File: src/rtl/plab4_net_router_domain_sched_if.sv
// Request/grant bundle between the per-domain input controllers, the output
// switch arbiters and the two-domain scheduler of one router input port.
interface plab4_net_router_domain_sched_if;
    logic [2:0] reqs_d1;
    logic [2:0] reqs_d2;
    logic [2:0] grants;
    logic [2:0] reqs;
    logic       domain;
    logic [2:0] grants_d1;
    logic [2:0] grants_d2;
    logic       prio;

    modport master (
        output reqs_d1, reqs_d2, grants,
        input  reqs, domain, grants_d1, grants_d2, prio
    );

    modport slave (
        input  reqs_d1, reqs_d2, grants,
        output reqs, domain, grants_d1, grants_d2, prio
    );
endinterface

File: src/rtl/plab4_net_router_domain_sched.sv
// Two-domain scheduler: picks which domain's requests reach the switch, holds
// the pick until grant or withdrawal, and rotates priority after a burst.
module plab4_net_router_domain_sched #(
    parameter int unsigned p_burst_limit = 4
) (
    input logic                             clk,
    input logic                             reset,
    plab4_net_router_domain_sched_if.slave  port
);

    localparam int unsigned c_cnt_nbits = $clog2(p_burst_limit + 1);
    localparam logic [c_cnt_nbits:0] c_cnt_limit = (c_cnt_nbits + 1)'(p_burst_limit);
    localparam logic [c_cnt_nbits:0] c_cnt_one   = (c_cnt_nbits + 1)'(1);

    typedef enum logic [1:0] {StIdle, StHoldD1, StHoldD2} state_e;

    state_e                 state_q, state_d;
    logic                   prio_q, prio_d;
    logic [c_cnt_nbits-1:0] burst_cnt_q, burst_cnt_d;

    logic                   sel_dom;
    logic                   sel_valid;
    logic [2:0]             sel_reqs;
    logic                   xfer;
    logic [c_cnt_nbits:0]   cnt_inc;

    // In a HOLD state the domain stays selected even if its requests vanish,
    // so a withdrawal is seen as reqs == 000 rather than a change of domain.
    always_comb begin
        sel_dom   = 1'b0;
        sel_valid = 1'b0;
        unique case (state_q)
            StHoldD1: begin
                sel_dom   = 1'b0;
                sel_valid = 1'b1;
            end
            StHoldD2: begin
                sel_dom   = 1'b1;
                sel_valid = 1'b1;
            end
            default: begin
                if ((port.reqs_d1 != 3'b000) && (port.reqs_d2 != 3'b000)) begin
                    sel_dom   = prio_q;
                    sel_valid = 1'b1;
                end else if (port.reqs_d1 != 3'b000) begin
                    sel_dom   = 1'b0;
                    sel_valid = 1'b1;
                end else if (port.reqs_d2 != 3'b000) begin
                    sel_dom   = 1'b1;
                    sel_valid = 1'b1;
                end
            end
        endcase
    end

    always_comb begin
        sel_reqs       = sel_dom ? port.reqs_d2 : port.reqs_d1;
        xfer           = !reset && sel_valid && ((sel_reqs & port.grants) != 3'b000);
        port.reqs      = reset ? 3'b000 : sel_reqs;
        port.domain    = !reset && sel_dom;
        port.grants_d1 = (!reset && sel_valid && !sel_dom) ? port.grants : 3'b000;
        port.grants_d2 = (!reset && sel_valid && sel_dom) ? port.grants : 3'b000;
        port.prio      = prio_q;
    end

    always_comb begin
        state_d     = state_q;
        prio_d      = prio_q;
        burst_cnt_d = burst_cnt_q;
        cnt_inc     = {1'b0, burst_cnt_q} + c_cnt_one;

        unique case (state_q)
            StHoldD1, StHoldD2: begin
                if (xfer || (sel_reqs == 3'b000)) begin
                    state_d = StIdle;
                end
            end
            default: begin
                state_d = StIdle;
                if (sel_valid && !xfer) begin
                    state_d = sel_dom ? StHoldD2 : StHoldD1;
                end
            end
        endcase

        // Only the priority domain consumes its burst budget.
        if (xfer && (sel_dom == prio_q)) begin
            if (cnt_inc == c_cnt_limit) begin
                prio_d      = ~prio_q;
                burst_cnt_d = '0;
            end else begin
                burst_cnt_d = cnt_inc[c_cnt_nbits-1:0];
            end
        end

        if (reset) begin
            state_d     = StIdle;
            prio_d      = 1'b0;
            burst_cnt_d = '0;
        end
    end

    always_ff @(posedge clk) begin
        state_q     <= state_d;
        prio_q      <= prio_d;
        burst_cnt_q <= burst_cnt_d;
    end

endmodule

File: src/flat_wrapper.sv
// flat-port wrapper written by rule: the top's interface ports become plain ports
module plab4_net_router_domain_sched_flat 
#(
    parameter int unsigned p_burst_limit = 4
)
  (clk, reset, port_reqs_d1, port_reqs_d2, port_grants, port_reqs, port_domain, port_grants_d1, port_grants_d2, port_prio);
  plab4_net_router_domain_sched_if port_i ();
  input logic clk;
  input logic reset;
  input wire logic [$bits(port_i.reqs_d1)-1:0] port_reqs_d1;
  input wire logic [$bits(port_i.reqs_d2)-1:0] port_reqs_d2;
  input wire logic [$bits(port_i.grants)-1:0] port_grants;
  output wire logic [$bits(port_i.reqs)-1:0] port_reqs;
  output wire logic [$bits(port_i.domain)-1:0] port_domain;
  output wire logic [$bits(port_i.grants_d1)-1:0] port_grants_d1;
  output wire logic [$bits(port_i.grants_d2)-1:0] port_grants_d2;
  output wire logic [$bits(port_i.prio)-1:0] port_prio;
  assign port_i.reqs_d1 = port_reqs_d1;
  assign port_i.reqs_d2 = port_reqs_d2;
  assign port_i.grants = port_grants;
  assign port_reqs = port_i.reqs;
  assign port_domain = port_i.domain;
  assign port_grants_d1 = port_i.grants_d1;
  assign port_grants_d2 = port_i.grants_d2;
  assign port_prio = port_i.prio;
  plab4_net_router_domain_sched #(.p_burst_limit(p_burst_limit)) u_core (.clk(clk), .reset(reset), .port(port_i));
endmodule
File: config.mk
export PLATFORM = sky130hd
export DESIGN_NAME = plab4_net_router_domain_sched_flat
export DESIGN_NICKNAME = d
export VERILOG_FILES = /design/src/rtl/plab4_net_router_domain_sched_if.sv /design/src/rtl/plab4_net_router_domain_sched.sv /design/src/flat_wrapper.sv
export SDC_FILE = /design/constraint.sdc
export NUM_CORES = 1
export LEC_CHECK = 0
export ABC_AREA = 1
export CORE_UTILIZATION = 37
export CTS_CLUSTER_SIZE = 20
export DETAILED_ROUTE_END_ITERATION = 7
export PLACE_DENSITY = 0.73
export SLEW_MARGIN = 5
export SYNTH_ARGS = -nofsm -noshare
export SYNTH_HDL_FRONTEND = slang
export SYNTH_SLANG_ARGS = --single-unit
File: constraint.sdc
create_clock -name clk -period 1.7 [get_ports clk]
set_input_delay 0.34 -clock clk [delete_from_list [all_inputs] [get_ports clk]]
set_output_delay 0.34 -clock clk [all_outputs]
set_load 0.02 [all_outputs]
# [Word-level counts from Yosys, hierarchy flattened]
# Cells that the tools add are included.
[word_totals] ff_bits=6 in_bits=11 out_inout_bits=11 word_cells=45
[op_classes] addsub=1 eq_ne=5 muxes=16 bitwise=2 n_reduce_logical=18
[op_table] operator="two-way mux 3 bit" n=5
[op_table] operator="nonzero test 3 bit" n=3
[op_table] operator="logical AND 1 bit" n=8
[op_table] operator="two-way mux 2 bit" n=4
[op_table] operator="two-way mux 1 bit" n=6
[op_table] operator="adder 3 x 1 -> 4 bit, second input constant" n=1
[op_table] operator="== test 4 x 3 -> 1 bit, second input constant" n=1
[op_table] operator="AND 3 bit" n=1
[op_table] operator="logical NOT 1 bit" n=3
[op_table] operator="logical NOT 3 bit" n=1
[op_table] operator="== test 2 x 1 -> 1 bit, second input constant" n=1
[op_table] operator="== test 2 bit, second input constant" n=1
[op_table] operator="inequality test 2 x 1 -> 1 bit, second input constant" n=1
[op_table] operator="case mux 1 bit (2 select lines)" n=1
[op_table] operator="AND reduction 2 bit" n=1
[op_table] operator="OR reduction 2 bit" n=1
[op_table] operator="== test 1 bit" n=1
[op_table] operator="logical OR 1 bit" n=1
[op_table] operator="NOT 1 bit" n=1

# [Depth between registers and ports, before layout]
[logic_depth] ltp_word=13 ltp_mapped=12 depth_no_buf=12

# [Least setup slack after synthesis]
# No wires, ideal clock.
[synth_timing] path_kind="register to output" startpoint="register u_core.state_q[0]" endpoint="output port_grants_d2[0]" t_arrival_ns=1.806 required_time_ns=1.360 slack_ns=-0.446 path_stages_with_launch=10 n_path_buf=0 path_cell_list="dfxtp_1 -> inv_1 -> ha_1 -> inv_1 -> nand2_1 -> nand2_4 -> inv_1 -> nor2_1 -> inv_1 -> nor2_1"
[synth_between] elab_chain_cells=6 elab_cells_between_ends=8 cone_classes="eq/ne (2); mux (3); reduce/logical (3)"
[synth_lines] element="from (decl)" line_no="plab4_net_router_domain_sched.sv:17" rtl="state_e state_q, state_d;"
[synth_lines] element="from (signal assigned)" line_no="plab4_net_router_domain_sched.sv:104" rtl="state_q <= state_d;"
[synth_lines] element="== test 2 x 1 -> 1 bit / == test 2 bit (equally long branches)" line_no="plab4_net_router_domain_sched.sv:32" rtl="unique case (state_q)"
[synth_lines] element="OR reduction 2 bit (no source line)"
[synth_lines] element="two-way mux 1 bit" line_no="plab4_net_router_domain_sched.sv:32"
[synth_lines] element="logical AND 1 bit" line_no="plab4_net_router_domain_sched.sv:62" rtl="port.grants_d2 = (!reset && sel_valid && sel_dom) ? port.grants : 3'b000;"
[synth_lines] element="logical AND 1 bit *" line_no="plab4_net_router_domain_sched.sv:62"
[synth_lines] element="two-way mux 3 bit *" line_no="plab4_net_router_domain_sched.sv:62"
[synth_lines] element="to (decl)" line_no="flat_wrapper.sv:16" rtl="output wire logic [$bits(port_i.grants_d2)-1:0] port_grants_d2;"
# Mark *: on every way between the ends. The rest lies on a longest branch, timed or not.

# [Final worst setup path]
[layout_timing] startpoint="register u_core.state_q[0]" endpoint="output port_reqs[1]"
[layout_between] elab_chain_cells=4 elab_cells_between_ends=5 cone_classes="eq/ne (2); mux (3)"
[layout_lines] element="== test 2 bit / == test 2 x 1 -> 1 bit (equally long branches)" line_no="plab4_net_router_domain_sched.sv:32"
[layout_lines] element="case mux 1 bit (2 select lines) *" line_no="plab4_net_router_domain_sched.sv:32"
[layout_lines] element="two-way mux 3 bit *" line_no="plab4_net_router_domain_sched.sv:57" rtl="sel_reqs = sel_dom ? port.reqs_d2 : port.reqs_d1;"
[layout_lines] element="two-way mux 3 bit *" line_no="plab4_net_router_domain_sched.sv:59" rtl="port.reqs = reset ? 3'b000 : sel_reqs;"
[layout_lines] element="to (decl)" line_no="flat_wrapper.sv:13" rtl="output wire logic [$bits(port_i.reqs)-1:0] port_reqs;"
# Marked as above.

==> impl_metrics.py <==
metrics = {
    "global_routing": {
        "grt_pass1_vias": 709,
        "grt_overflow": 0,
        "grt_pass1_wl_um": 2650,
        "grt_util_all_layers_pct": 24.7,
        "antenna_found_initial": 0,
        "grt_max_degree": 6,
    },
    "route": {
        "dr.pass1.iters": 4,
        "vias_per_cell": 5.08,
        "wl_met2_um": 1090,
        "wl_met1_um": 829,
        "num_vias": 767,
        "wl_um": 2060,
        "detail-route-antenna-nets": 0,
        "wl_per_cell_um": 13.7,
        "highest_layer": "met4",
        "drt_iter0_markers": 19,
        "drc_errors": 0,
        "routed-wl-met3_um": 113,
    },
    "critical_path": {
        "endpoint_kind": "output pin",
        "critPathKind": "reg2out",
        "crit_chain": "inv_2, ha_4, inv_4, nand2_4, buf_6, nand3b_1, nand2_1, nor2_1, buf_4",
        "r2r_start": "u_core.state_q[0]",
        "startpoint_type": "register",
        "critPathRequiredTime_ps": 1360,
        "crit_path_top_delay_cell": "dfxtp_2",
        "startpoint": "u_core.state_q[0]",
        "crit_arrival_ps": 1620,
        "crit_path_max_incr_delay_ps": 330,
        "cp_max_fo": 3,
    },
    "min_path": {
        "min_from": "u_core.burst_cnt_q[1]",
        "min_path_type": "reg2reg",
    },
    "status": {
        "status": "complete, but fails checks",
        "failed_checks": "negative setup slack",
    },
    "clock_tree": {
        "clock-sinks": 6,
        "cts.clk_slew.worst_paths_ps": 40,
        "hold_buffers": 0,
        "clkLatencyLatePin_ps": 260,
        "tritoncts": "yes",
        "cts_inserted_buffers": 3,
        "cts.htree.levels": 1,
        "clk_path_buf_depth": 2,
        "cts_root_buf": "clkbuf_4",
    },
    "timing": {
        "period_minus_slack_ps": 1960,
        "setup_viol": 14,
        "tightest_slew_ps": 255,
        "slew_headroom_pct": 82.9,
        "skew_ps": 13.0,
        "drv_slew": 0,
        "rsz0062_at_grt": "true",
        "finalHoldViolCount": 0,
        "timing.final.crit_share_pct": 115,
        "max_clock_freq_mhz": 510,
        "setup_slack_ps": -260,
    },
    "die": {
        "start_util_pct": 40.7,
        "die_y_um": 40.3,
        "num_rows": 13,
        "dieArea_um2": 1620,
        "dieWidth_um": 40.3,
        "coreArea_um2": 1330,
        "io_pins": 22,
    },
    "placement": {
        "port-buffer-count": 21,
        "gp_routability_congestion": 0.795,
        "dp_hpwl_um": 1350,
        "dp.cells": 144,
        "dp_slack_ps": -860,
    },
    "synthesis": {
        "syn_inst": 88,
        "synth_nets": 101,
        "ys_seq_area_share_pct": 22.1,
        "synth_warnings": 0,
        "ys_ff_latch": 6,
        "synth_cell_types": 19,
        "syn_area_per_cell_um2": 6.17,
        "syn_area_um2": 543,
    },
    "final_layout": {
        "fillers": 79,
        "drive_above_1_share_pct": 53.7,
        "final_cells": 151,
        "antenna_cells": 0,
        "layout.nets": 151,
        "area_growth_pct": 106,
    },
    "power_and_ir_drop": {
        "powerDensity_nw_per_um2": 502,
        "vdd_drop_max_mv": 0.471,
        "power.leakage_nw": 0.559,
    },
    "job": {
        "drv_cap": 0,
    },
}
cells in the final DEF (no fill, tap or decap), drive strengths merged:
master and count:
buf 35, inv 20, nand2 17, nand3 15
nor2 15, dlygate4sd2 6, dfxtp 6, a21oi 5
clkdlybuf4s50 5, clkbuf 3, nand4 2, ha 2
nand3b 1, nor3 1, xor2 1, o21bai 1
o21ai 1
cells by family after synthesis:
| group | after synthesis | synth area share (%) |
|---|---|---|
| buf+inv | 21 | 14.5 |
| flops | 6 | 22.1 |
| simple gates | 51 | 50.2 |
| compound gates | 7 | 6.91 |
| xor+xnor | 1 | 1.61 |
| fa+ha+maj | 2 | 4.61 |
metal layers:
metal,up-vias,track usage (%)
li1,374,-
met1,362,24.6
met2,27,47.2
met3,4,10.6
met4,0,5.00
met5,-,0
area by class of cell:
cell class | instances | area (um^2) | area share, %
Sequential cell | 6 | 123 | 11.0
Timing Repair Buffer | 46 | 389 | 34.9
Inverter | 20 | 82.6 | 7.40
Multi-Input combinational cell | 61 | 480 | 43.0
Tap cell | 15 | 18.8 | 1.68
Clock buffer | 3 | 22.5 | 2.02
stage by stage:
step           instance area [um^2]  util [%]  hold slack [ps]  TNS (ps)  power (mW)
2_1_floorplan                   601         -              445         0       0.278
3_3_place_gp                    983      73.7              456     -9030       0.380
3_5_place_dp                    983      73.7              472     -9920       0.387
4_1_cts                        1060      79.7              476     -1890       0.540
5_1_grt                        1120      83.7              503     -3740       0.590
6_report                       1120      83.7              473     -2180       0.560
repair_timing:
| action | in CTS | in global routing |
|---|---|---|
| pin swaps | 16 | 9 |
| endpoints found under the setup margin | 16 | 16 |
| setup buffers | 3 | 2 |
| resized for setup | 76 | 7 |
synth_stat cells (all sizes together):
master / number / area share, %
nor2: 15 / 10
o21ai: 1 / 0.92
a21oi: 5 / 4.6
nand3: 15 / 21
nand2: 17 / 14
o21bai: 1 / 1.4
inv: 20 / 14
nor3: 1 / 0.92
nand4: 2 / 2.3
dfxtp: 6 / 22
nand3b: 1 / 1.4
xor2: 1 / 1.6
clkbuf: 1 / 0.69
ha: 2 / 4.6
critical path, delay by kind of cell (launching register included):
family        cells  cell delay (ps)
fa+ha+maj         1              230
buf+inv           4              390
flops             1              330
simple gates      4              410
where the power goes:
| part | total, mW | internal [mW] | leakage, nW | switching (mW) |
|---|---|---|---|---|
| logic | 0.267 | 0.124 | 0.496 | 0.142 |
| registers | 0.156 | 0.150 | 0.0496 | 0.00598 |
| clock network | 0.138 | 0.0803 | 0.0138 | 0.0576 |
| total | 0.560 | 0.355 | 0.559 | 0.206 |
state kept, by name, indices dropped and copies added (netlist names):
name                flops
u_core.state_q          2
u_core.burst_cnt_q      3
u_core.port.prio        1
path summary, 6_finish.rpt:
check	endpoint	slack, ps	cells after the start
setup reg to reg	u_core.state_q[0]	-40	12
hold reg to reg	u_core.burst_cnt_q[1]	470	2
hold / removal	u_core.burst_cnt_q[1]	470	2
setup / recovery	port_reqs[1]	-260	9
No activity file was read; power rests on OpenSTA's default activity.
